==> src/rtl/pipeline_stall_controller_if.sv <==
// Signal bundle between the stall controller, the pipeline registers and the SRAM port.
// The controller is the master: it drives the freeze/flush/request outputs.
interface pipeline_stall_controller_if;
   logic        hazard_detected;
   logic        branch_taken;
   logic        MEM_R_EN_MEM;
   logic        MEM_W_EN_MEM;
   logic        sram_ready;
   logic        sram_req;
   logic        pc_freeze;
   logic        IF_ID_freeze;
   logic        ID_EXE_freeze;
   logic        EXE_MEM_freeze;
   logic        IF_ID_flush;
   logic        ID_EXE_bubble;
   logic        mem_timeout;
   logic [31:0] stall_count;

   modport master (
      input  hazard_detected, branch_taken, MEM_R_EN_MEM, MEM_W_EN_MEM, sram_ready,
      output sram_req, pc_freeze, IF_ID_freeze, ID_EXE_freeze, EXE_MEM_freeze,
             IF_ID_flush, ID_EXE_bubble, mem_timeout, stall_count
   );

   modport slave (
      output hazard_detected, branch_taken, MEM_R_EN_MEM, MEM_W_EN_MEM, sram_ready,
      input  sram_req, pc_freeze, IF_ID_freeze, ID_EXE_freeze, EXE_MEM_freeze,
             IF_ID_flush, ID_EXE_bubble, mem_timeout, stall_count
   );
endinterface

==> src/rtl/pipeline_stall_controller.sv <==
// Pipeline stall controller: freezes the pipe around SRAM accesses (RUN/WAIT/RELEASE FSM with
// timeout), inserts bubbles on data hazards and flushes IF/ID on taken branches.
// Optional macro STALL_COUNTER_EN enables a saturating stall-cycle counter on stall_count.
module pipeline_stall_controller #(
   parameter int unsigned TIMEOUT = 64
) (
   input  logic                          clk,
   input  logic                          rst,
   pipeline_stall_controller_if.master   ctl
);

   typedef enum logic [1:0] {
      ST_RUN     = 2'd0,
      ST_WAIT    = 2'd1,
      ST_RELEASE = 2'd2
   } state_t;

   state_t     state, state_nxt;
   logic [7:0] wait_cnt;
   logic       sram_req_q;
   logic       mem_timeout_q;
   logic       mem_access;
   logic       mem_busy;
   logic       timeout_hit;

   logic pc_freeze_c, if_id_freeze_c, id_exe_freeze_c, exe_mem_freeze_c;
   logic if_id_flush_c, id_exe_bubble_c;

   assign mem_access  = ctl.MEM_R_EN_MEM | ctl.MEM_W_EN_MEM;
   // A ready in the same cycle as the last allowed WAIT cycle counts as a normal completion.
   assign timeout_hit = (state == ST_WAIT) && (wait_cnt == 8'(TIMEOUT - 1)) && !ctl.sram_ready;
   assign mem_busy    = ((state == ST_RUN) && mem_access) || (state == ST_WAIT);

   // NOTE: every signal written in an always_comb gets a default first, so no path infers a latch.
   always_comb begin
      state_nxt = state;
      case (state)
         ST_RUN:     if (mem_access) state_nxt = ST_WAIT;
         ST_WAIT:    if (ctl.sram_ready || timeout_hit) state_nxt = ST_RELEASE;
         ST_RELEASE: state_nxt = ST_RUN;
         default:    state_nxt = ST_RUN;
      endcase
   end

   // Control outputs are held inactive while reset is low so a pipe in reset is never frozen.
   always_comb begin
      pc_freeze_c      = 1'b0;
      if_id_freeze_c   = 1'b0;
      id_exe_freeze_c  = 1'b0;
      exe_mem_freeze_c = 1'b0;
      if_id_flush_c    = 1'b0;
      id_exe_bubble_c  = 1'b0;
      if (!rst) begin
         pc_freeze_c = 1'b0;
      end else if (mem_busy) begin
         pc_freeze_c      = 1'b1;
         if_id_freeze_c   = 1'b1;
         id_exe_freeze_c  = 1'b1;
         exe_mem_freeze_c = 1'b1;
      end else if (ctl.hazard_detected) begin
         pc_freeze_c     = 1'b1;
         if_id_freeze_c  = 1'b1;
         id_exe_bubble_c = 1'b1;
      end else if (ctl.branch_taken) begin
         if_id_flush_c = 1'b1;
      end
   end

   // NOTE: sequential state uses non-blocking assignments and an asynchronous active-low reset.
   always_ff @(posedge clk or negedge rst) begin
      if (!rst) begin
         state         <= ST_RUN;
         wait_cnt      <= 8'd0;
         sram_req_q    <= 1'b0;
         mem_timeout_q <= 1'b0;
      end else begin
         state      <= state_nxt;
         sram_req_q <= (state_nxt == ST_WAIT);
         if (state == ST_RUN && state_nxt == ST_WAIT) begin
            wait_cnt <= 8'd0;
         end else if (state == ST_WAIT) begin
            wait_cnt <= wait_cnt + 8'd1;
         end
         if (timeout_hit) begin
            mem_timeout_q <= 1'b1;
         end
      end
   end

   assign ctl.sram_req       = sram_req_q;
   assign ctl.mem_timeout    = mem_timeout_q;
   assign ctl.pc_freeze      = pc_freeze_c;
   assign ctl.IF_ID_freeze   = if_id_freeze_c;
   assign ctl.ID_EXE_freeze  = id_exe_freeze_c;
   assign ctl.EXE_MEM_freeze = exe_mem_freeze_c;
   assign ctl.IF_ID_flush    = if_id_flush_c;
   assign ctl.ID_EXE_bubble  = id_exe_bubble_c;

`ifdef STALL_COUNTER_EN
   logic [31:0] stall_cnt_q;

   always_ff @(posedge clk or negedge rst) begin
      if (!rst) begin
         stall_cnt_q <= 32'd0;
      end else if (pc_freeze_c && (stall_cnt_q != 32'hFFFF_FFFF)) begin
         stall_cnt_q <= stall_cnt_q + 32'd1;
      end
   end

   assign ctl.stall_count = stall_cnt_q;
`else
   assign ctl.stall_count = 32'd0;
`endif

endmodule

==> src/flat_wrapper.sv <==
// flat-port wrapper written by rule: the top's interface ports become plain ports
module pipeline_stall_controller_flat 
#(
   parameter int unsigned TIMEOUT = 64
)
  (clk, rst, ctl_hazard_detected, ctl_branch_taken, ctl_MEM_R_EN_MEM, ctl_MEM_W_EN_MEM, ctl_sram_ready, ctl_sram_req, ctl_pc_freeze, ctl_IF_ID_freeze, ctl_ID_EXE_freeze, ctl_EXE_MEM_freeze, ctl_IF_ID_flush, ctl_ID_EXE_bubble, ctl_mem_timeout, ctl_stall_count);
  pipeline_stall_controller_if ctl_i ();
  input  logic clk;
  input  logic rst;
  input wire logic [$bits(ctl_i.hazard_detected)-1:0] ctl_hazard_detected;
  input wire logic [$bits(ctl_i.branch_taken)-1:0] ctl_branch_taken;
  input wire logic [$bits(ctl_i.MEM_R_EN_MEM)-1:0] ctl_MEM_R_EN_MEM;
  input wire logic [$bits(ctl_i.MEM_W_EN_MEM)-1:0] ctl_MEM_W_EN_MEM;
  input wire logic [$bits(ctl_i.sram_ready)-1:0] ctl_sram_ready;
  output wire logic [$bits(ctl_i.sram_req)-1:0] ctl_sram_req;
  output wire logic [$bits(ctl_i.pc_freeze)-1:0] ctl_pc_freeze;
  output wire logic [$bits(ctl_i.IF_ID_freeze)-1:0] ctl_IF_ID_freeze;
  output wire logic [$bits(ctl_i.ID_EXE_freeze)-1:0] ctl_ID_EXE_freeze;
  output wire logic [$bits(ctl_i.EXE_MEM_freeze)-1:0] ctl_EXE_MEM_freeze;
  output wire logic [$bits(ctl_i.IF_ID_flush)-1:0] ctl_IF_ID_flush;
  output wire logic [$bits(ctl_i.ID_EXE_bubble)-1:0] ctl_ID_EXE_bubble;
  output wire logic [$bits(ctl_i.mem_timeout)-1:0] ctl_mem_timeout;
  output wire logic [$bits(ctl_i.stall_count)-1:0] ctl_stall_count;
  assign ctl_i.hazard_detected = ctl_hazard_detected;
  assign ctl_i.branch_taken = ctl_branch_taken;
  assign ctl_i.MEM_R_EN_MEM = ctl_MEM_R_EN_MEM;
  assign ctl_i.MEM_W_EN_MEM = ctl_MEM_W_EN_MEM;
  assign ctl_i.sram_ready = ctl_sram_ready;
  assign ctl_sram_req = ctl_i.sram_req;
  assign ctl_pc_freeze = ctl_i.pc_freeze;
  assign ctl_IF_ID_freeze = ctl_i.IF_ID_freeze;
  assign ctl_ID_EXE_freeze = ctl_i.ID_EXE_freeze;
  assign ctl_EXE_MEM_freeze = ctl_i.EXE_MEM_freeze;
  assign ctl_IF_ID_flush = ctl_i.IF_ID_flush;
  assign ctl_ID_EXE_bubble = ctl_i.ID_EXE_bubble;
  assign ctl_mem_timeout = ctl_i.mem_timeout;
  assign ctl_stall_count = ctl_i.stall_count;
  pipeline_stall_controller #(.TIMEOUT(TIMEOUT)) u_core (.clk(clk), .rst(rst), .ctl(ctl_i));
endmodule
==> config.mk <==
export PLATFORM = sky130hd
export DESIGN_NAME = pipeline_stall_controller_flat
export DESIGN_NICKNAME = d
export VERILOG_FILES = /design/src/rtl/pipeline_stall_controller_if.sv /design/src/rtl/pipeline_stall_controller.sv /design/src/flat_wrapper.sv
export SDC_FILE = /design/constraint.sdc
export NUM_CORES = 1
export LEC_CHECK = 0
export ABC_AREA = 1
export CORE_UTILIZATION = 42
export DETAILED_ROUTE_END_ITERATION = 6
export PLACE_DENSITY = 0.9
export SLEW_MARGIN = 5
export SYNTH_ARGS = -nofsm -noshare
export SYNTH_HDL_FRONTEND = slang
export SYNTH_SLANG_ARGS = --single-unit
==> constraint.sdc <==
create_clock -name clk -period 2.67 [get_ports clk]
set_input_delay 0.534 -clock clk [delete_from_list [all_inputs] [get_ports clk]]
set_output_delay 0.534 -clock clk [all_outputs]
set_load 0.02 [all_outputs]
== After elaboration in Yosys (flattened, before gate mapping) ==
Cells that the tools add are included.
W data, S select, Z words.

* Flip-flop bits (word level): 12
* Input port bits: 7
* Output and inout port bits: 40

* $add $sub $neg: 1
* Equal/unequal tests: 3
* Mux-type cells: 16
* Bitwise operators: 1
* Reduce and logical (&&, ||, !) cells: 9

{| class="wikitable"
|+ Operator list
! cell !! count
|-
| $mux W8 || 2
|-
| $mux W1 || 11
|-
| $add A8 B1 Y8 const B || 1
|-
| $eq A8 B6 Y1 const B || 1
|-
| $eq A2 B1 Y1 const B || 2
|-
| $logic_and A1 B1 Y1 || 4
|-
| $mux W2 || 2
|-
| $pmux W2 S2 || 1
|-
| $logic_not A2 Y1 || 1
|-
| $logic_or A1 B1 Y1 || 2
|-
| $reduce_bool A2 Y1 || 1
|-
| $logic_not A1 Y1 || 1
|-
| $or A1 B1 Y1 || 1
|}

== Depth between registers and ports, before layout ==
Gate-level depths: netlist (run 1).

* Depth after elaboration: 9
* Mapped depth: 8
* Gate-level depth less buffers: 8

== Worst setup path before layout (run 1) ==
OpenSTA, ideal clock, no wires.

* Kind: register -> output
* From: reg u_core.state[0]
* To: out ctl_pc_freeze
* Arrival: 1373 ps
* Path slack: 763 ps
* Cell stages (with the launch flop): 7
* Cell sequence: dfrtp_1 -> nor2_2 -> o21ai_2 -> nand2_4 -> inv_4 -> a21oi_1 -> buf_4

* Word-level cells in the longest chain between the ends: 5

{| class="wikitable"
|+ RTL lines
! item !! RTL line !! RTL
|-
| start, declared || pipeline_stall_controller.sv:18 || <nowiki>state_t state, state_nxt;</nowiki>
|-
| start signal, assigned || pipeline_stall_controller.sv:77 || <nowiki>state <= state_nxt;</nowiki>
|-
| $logic_not A2 Y1 || pipeline_stall_controller.sv:32 || <nowiki>assign mem_busy = ((state == ST_RUN) && mem_access) || (state == ST_WAIT);</nowiki>
|-
| $logic_and A1 B1 Y1 || pipeline_stall_controller.sv:32 ||
|-
| $logic_or A1 B1 Y1 (*) || pipeline_stall_controller.sv:32 ||
|-
| $mux W1 (*) (2 in a row) || -- ||
|-
| end, declared || flat_wrapper.sv:16 || <nowiki>output wire logic [$bits(ctl_i.pc_freeze)-1:0] ctl_pc_freeze;</nowiki>
|}

Every way passes the cells marked *; elsewhere a longest branch is shown, timed or not.

== Final worst setup path (run 1) ==
* From: in ctl_MEM_R_EN_MEM
* To: out ctl_IF_ID_freeze

* Word-level cells in the longest chain between the ends: 5

{| class="wikitable"
|+ RTL lines
! item !! RTL line !! RTL
|-
| start, declared || flat_wrapper.sv:12 || <nowiki>input wire logic [$bits(ctl_i.MEM_R_EN_MEM)-1:0] ctl_MEM_R_EN_MEM;</nowiki>
|-
| $or A1 B1 Y1 || pipeline_stall_controller.sv:29 || <nowiki>assign mem_access = ctl.MEM_R_EN_MEM | ctl.MEM_W_EN_MEM;</nowiki>
|-
| $logic_and A1 B1 Y1 || pipeline_stall_controller.sv:32 ||
|-
| $logic_or A1 B1 Y1 || pipeline_stall_controller.sv:32 ||
|-
| $mux W1 || pipeline_stall_controller.sv:55 || <nowiki>end else if (mem_busy) begin</nowiki>
|-
| $mux W1 || pipeline_stall_controller.sv:53 || <nowiki>if (!rst) begin</nowiki>
|-
| end, declared || flat_wrapper.sv:17 || <nowiki>output wire logic [$bits(ctl_i.IF_ID_freeze)-1:0] ctl_IF_ID_freeze;</nowiki>
|}

No other way between the ends.

==> results of run 1 <==
-- kinds of logic after synthesis --
family,Yosys count,share of synthesized area
other,1,0.00413
adders and majority gates,1,0.0138
DFF,12,0.331
buffers and inverters,45,0.330
and+or+nand+nor,49,0.246
AOI/OAI and AO/OA,11,0.0759
-- power groups by stage --
stage	registers [W]	clock network [W]	logic [W]
5_1_grt	0.000264	0.000164	0.000428
3_3_place_gp	0.000261	0	0.000377
4_1_cts	0.000261	0.000149	0.000393
2_1_floorplan	0.000268	0	0.000308
6_report	0.000261	0.000151	0.000393
3_5_place_dp	0.000265	0	0.000390
-- sequential cells by signal, indices dropped and copies added, names as in the netlist --
| name | flops |
|---|---|
| u_core.ctl.sram_req | 1 |
| u_core.state | 2 |
| u_core.ctl.mem_timeout | 1 |
| u_core.wait_cnt | 8 |
-- metrics by stage --
| stage | setup slack (ps) | total power (W) | utilization |
|---|---|---|---|
| 2_1_floorplan | 763 | 0.000576 | - |
| 3_3_place_gp | 114 | 0.000639 | 0.478 |
| 3_5_place_dp | 76.9 | 0.000654 | 0.478 |
| 4_1_cts | 75.6 | 0.000804 | 0.496 |
| 5_1_grt | 13.0 | 0.000856 | 0.498 |
| 6_report | 97.2 | 0.000806 | 0.498 |
-- cells in the mapped netlist, drive strengths merged --
library cell | number | area, um2
nand4 | 3 | 18.8
conb | 1 | 3.75
nor2 | 10 | 42.5
buf | 34 | 255
inv | 11 | 43.8
ha | 1 | 12.5
o21bai | 1 | 7.51
o21ai | 5 | 36.3
nand2 | 29 | 126
nand3 | 6 | 30.0
a21oi | 5 | 25.0
nor3 | 1 | 5.00
dfrtp | 12 | 300
-- cell type report --
type                       count  area (um2)
clock buffer                   4        36.3
sequential                    12         300
timing repair buffer          16         158
multi-input combinational     93         424
inverter                      11        43.8
fill                         203        1010
tap                           27        33.8
-- critical path: cells and delay by family --
kind / cells / cell delay, ps
compound gates: 2 / 240
simple gates: 1 / 100
buf+inv: 3 / 1170
-- worst paths after layout --
path,from,cells past startpoint,slack (ps),endpoint
max,ctl_MEM_R_EN_MEM,6,100,ctl_IF_ID_freeze
min,u_core.ctl.mem_timeout$_DFFE_PN0P_,1,490,u_core.ctl.mem_timeout$_DFFE_PN0P_
max reg2reg,u_core.wait_cnt[1]$_DFFE_PN0P_,8,1430,u_core.wait_cnt[6]$_DFFE_PN0P_
min reg2reg,u_core.ctl.mem_timeout$_DFFE_PN0P_,1,490,u_core.ctl.mem_timeout$_DFFE_PN0P_
max in group asynchronous,rst,2,1850,u_core.state[0]$_DFF_PN0_
min in group asynchronous,rst,2,660,u_core.ctl.sram_req$_DFF_PN0_
-- per-layer routing --
metal / GRT usage / vias to the layer above / share of wire
met1: 0.165 / 326 / 0.42
met2: 0.218 / 52 / 0.45
met3: 0.0535 / 11 / 0.098
li1: - / 340 / -
met5: 0 / - / 0
met4: 0.0539 / 0 / 0.035
-- what timing repair did --
| item | in CTS | in global routing |
|---|---|---|
| endpoints found under the setup margin | 0 | 1 |
| resized for setup | 0 | 1 |
| endpoints found under the hold margin | 0 | 0 |
==> summary.md, run 1 <==
| Metric | Value |
|---|---|
| Fin Setup TNS | `0 ps` |
| Post-CTS setup buffers | `0` |
| Critical Path RT | `2140 ps` |
| Initial antenna violation count | `0` |
| Final Hold Fails | `0` |
| Avg WL per Cell | `9.18 um` |
| Gate power share | `0.488` |
| MaxCap Viol Count | `0` |
| Num CTS Buffers | `3` |
| Final setup violation count | `0` |
| Worst hold path type | `reg2reg` |
| Vias in the first global route | `around 600` |
| Critical path data arrival time | `a little over 2000 ps` |
| Crit start category | `input port` |
| Final nets | `145` |
| Ys Warns | `0` |
| PwrDens | `809 nW/um2` |
| DRT Pass-1 Iters | `4` |
| Die outline height | `slightly below 50 um` |
| Finished Cell Area | `996 um2` |
| I/O Buffers | `14` |
| Core footprint | `2000 um2` |
| Crit-path max cell delay | `630 ps` |
| Final Instance Count excl. Fillers | `approximately 160` |
| Initial Util | `0.453` |
| Max Slew Vio Count | `0` |
| Mean Syn Cell Area | `7.62 um2` |
| Max Fclk | `389 MHz` |
| First-pass GRT wire length | `2470 um` |
| Clock power frac | `0.188` |
| Worst path slowest cell | `clkdlybuf4s50_1` |
| Sw frac | `0.448` |
| HPWL Detailed | `1150 um` |
| Worst setup EP type | `output port` |
| Die area | `around 2300 um2` |
| # DRC | `0` |
| CP Max Fanout | `6` |
| Synthesized flop and latch total | `12` |
| H-tree depth | `1` |
| Kind of critical path | `in2out` |
| Cell Area, Placed | `~960 um2` |
| Hold_buf cts | `0` |
| Root buf cell | `clkbuf_4` |
| Clock buffer depth | `2` |
| IO Count | `47` |
| Placed cell count | `between 150 and 200` |
| Net Switching | `approximately 0.00036 W` |
| Clock transition at path regs | `~80 ps` |
| Most frequent cells in the layout | `conb_1, nand2_1, clkdlybuf4s50_1` |
| Reg power frac | `0.324` |
| Antenna viol nets, final | `0` |
| Most common cell after layout, fill and taps aside | `conb_1` |
| Distinct cells, synth | `19` |
| Peak VDD IR | `560 uV` |
| Final setup skew | `7.74 ps` |
| Antenna Diode Count | `0` |
| Tmin final | `2570 ps` |
| CP dominant cell by count | `clkdlybuf4s50_1` |
| Largest net degree at the start of global routing | `13` |
| Status | `finished, final reports clean` |
| Vias | `729` |
| Width of the die | `48.5 um` |
| Vias per cell | `4.47` |
| Routability cong. | `0.802` |
| Remaining global-route overflow | `0` |
| Share of cells above drive strength 1 | `0.118` |
| Total track usage | `0.137` |
| Final wirelength | `between 1000 and 1500 um` |
| Post-synthesis cell count | `119` |
| Unrepaired setup endpoints after global routing | `false` |
| Cell Chain, Critical Path | `clkdlybuf4s50_1 -> o21ai_2 -> nand2_4 -> inv_4 -> a21oi_1 -> clkdlybuf4s50_1` |
| Final period utilization | `0.964` |
| Drt initial violations | `15` |
| Clk_lat worst skew | `roughly 290 ps` |
| FP Rows | `16` |
| Hold slack final | `between 400 and 500 ps` |
| Post-synthesis sequential area ratio | `0.331` |
| CTS sink cnt | `12` |
| Area grow syn2layout | `9.79%` |
| P_leak | `0.525 nW` |
| TritonCTS clock tree | `done` |
| P_int | `0.000445 W` |
| Synthesized cell area | `~910 um2` |
(Power assumes the default switching activity.)
==> run 2: changes to the inputs <==
--- a/config.mk
+++ b/config.mk
@@ -6,10 +6,11 @@
 export NUM_CORES = 1
 export LEC_CHECK = 0
 export ABC_AREA = 1
+export CORE_ASPECT_RATIO = 0.9
+export CORE_MARGIN = 3
 export CORE_UTILIZATION = 42
 export DETAILED_ROUTE_END_ITERATION = 6
 export PLACE_DENSITY = 0.9
-export SLEW_MARGIN = 5
 export SYNTH_ARGS = -nofsm -noshare
 export SYNTH_HDL_FRONTEND = slang
 export SYNTH_SLANG_ARGS = --single-unit
==> summary.md, run 2 (synthesis results as in run 1) <==
| Metric | Value |
|---|---|
| Initial Util | `0.456` |
| Total track usage | `0.127` |
| Clock buffer depth | `2` |
| Finished Cell Area | `996 um2` |
| Kind of critical path | `in2out` |
| Worst setup EP type | `output port` |
| Final period utilization | `0.958` |
| Top reg by flops | `u_core.wait_cnt` |
| Max reg flops | `8` |
| Max Slew Vio Count | `0` |
| MaxCap Viol Count | `0` |
| Root buf cell | `clkbuf_4` |
| I/O Buffers | `14` |
| Post-route setup slack | `112 ps` |
| Tmin final | `2560 ps` |
| Share of cells above drive strength 1 | `0.118` |
| Avg WL per Cell | `10.1 um` |
| Net Switching | `0.000350 W` |
| Hold Path Depth | `1` |
| Vias | `692` |
| Core footprint | `1990 um2` |
| Antenna Diode Count | `0` |
| Gate power share | `0.490` |
| Sw frac | `0.441` |
| Most common cell after layout, fill and taps aside | `conb_1` |
| Clock power frac | `0.179` |
| HPWL Detailed | `approximately 1400 um` |
| Critical Path RT | `2140 ps` |
| Die area | `about 2800 um2` |
| Area grow syn2layout | `9.79%` |
| Most frequent cells in the layout | `conb_1, nand2_1, clkdlybuf4s50_1, dfrtp_1, inv_1` |
| Final wirelength | `1630 um` |
| P_leak | `0.537 nW` |
| PwrDens | `~800 nW/um2` |
| Vias per cell | `4.30` |
| # DRC | `0` |
| Num CTS Buffers | `3` |
| Antenna viol nets, final | `0` |
| Remaining global-route overflow | `0` |
| Peak VDD IR | `392 uV` |
| Register-to-Register Path Depth | `8` |
| CP Max Fanout | `6` |
| Die outline height | `50.1 um` |
| Routability cong. | `0.883` |
| Clk_lat worst skew | `270 ps` |
| Post-layout util | `0.501` |
| Worst hold path type | `reg2reg` |
| Final Hold Fails | `0` |
| Critical path data arrival time | `just over 2000 ps` |
| Unrepaired setup endpoints after global routing | `false` |
| Final Instance Count excl. Fillers | `161` |
| Clock transition at path regs | `70 ps` |
| Drt initial violations | `3` |
| Post-CTS setup buffers | `0` |
| H-tree depth | `1` |
| Reg power frac | `0.331` |
| Status | `finished, final reports clean` |
| Vias in the first global route | `about 620` |
| TritonCTS clock tree | `done` |
| First-pass GRT wire length | `2570 um` |
| Crit start category | `input port` |
| Initial antenna violation count | `0` |
| Largest net degree at the start of global routing | `13` |
| Max Fclk | `391 MHz` |
| Pre-CTS setup slack | `45.7 ps` |
| Fin Setup TNS | `0 ps` |
| FP Rows | `15` |
| IO Count | `between 40 and 50` |
| Width of the die | `55.0 um` |
| CTS sink cnt | `12` |
| Final setup violation count | `0` |
| Cell Area, Placed | `~950 um2` |
| P_int | `~0.00044 W` |
| Top flop regs | `u_core.wait_cnt (8), u_core.state (2)` |
| Final nets | `between 100 and 150` |
| Hold_buf cts | `0` |
| DRT Pass-1 Iters | `4` |
| Final setup skew | `4.62 ps` |
| Placed cell count | `157` |
run 2: routing by layer:
layer,GRT usage,up-vias,wire (um)
met1,0.148,312,630
met5,0,-,0
met4,0.0486,0,14
li1,-,345,-
met2,0.211,33,845
met3,0.0393,2,136
run 2: cell type report:
type	count	area [um2]
sequential	12	300
multi-input combinational	93	424
inverter	11	43.8
fill	192	993
tap	25	31.3
clock buffer	4	36.3
timing repair buffer	16	160
run 2: worst paths after layout:
kind,startpoint,end,slack [ps]
worst max register to register,u_core.wait_cnt[1]$_DFFE_PN0P_,u_core.wait_cnt[6]$_DFFE_PN0P_,1410
max in group asynchronous,rst,u_core.wait_cnt[4]$_DFFE_PN0P_,1850
worst min register to register,u_core.ctl.mem_timeout$_DFFE_PN0P_,u_core.ctl.mem_timeout$_DFFE_PN0P_,490
worst max-delay path,ctl_MEM_W_EN_MEM,ctl_ID_EXE_bubble,110
min in group asynchronous,rst,u_core.wait_cnt[0]$_DFFE_PN0P_,660
worst min-delay path,u_core.ctl.mem_timeout$_DFFE_PN0P_,u_core.ctl.mem_timeout$_DFFE_PN0P_,490
run 2: worst max-delay path: stages:
cell             delay (ps)
clkdlybuf4s50_1         420
o21ai_2                 200
nand2_4                 100
nor3_1                  140
clkdlybuf4s50_1         630
run 2: what timing repair did:
item,in CTS,in global routing
endpoints found under the setup margin,0,2
resized for setup,0,2
endpoints found under the hold margin,0,0
run 2: power by group through the flow:
stage / clock network (W) / logic (W) / registers, W
finish: 0.000142 / 0.000389 / 0.000263
global placement: 0 / 0.000378 / 0.000263
CTS: 0.000149 / 0.000394 / 0.000263
global route: 0.000158 / 0.000438 / 0.000268
detailed placement: 0 / 0.000393 / 0.000266
floorplan: 0 / 0.000308 / 0.000268
run 2: stage by stage:
step	total power (W)	hold WS, ps
3_3_place_gp	0.000641	464
3_5_place_dp	0.000659	475
4_1_cts	0.000805	492
6_report	0.000794	488
2_1_floorplan	0.000576	238
5_1_grt	0.000864	550
==> run 3: changes to the inputs <==
--- a/config.mk
+++ b/config.mk
@@ -11,6 +11,7 @@
 export CORE_UTILIZATION = 42
 export DETAILED_ROUTE_END_ITERATION = 6
 export PLACE_DENSITY = 0.9
+export SKIP_CTS_REPAIR_TIMING = 1
 export SYNTH_ARGS = -nofsm -noshare
 export SYNTH_HDL_FRONTEND = slang
 export SYNTH_SLANG_ARGS = --single-unit
==> results of run 3 <==
No change in the layout: final DEF, timing and power equal those of run 2.
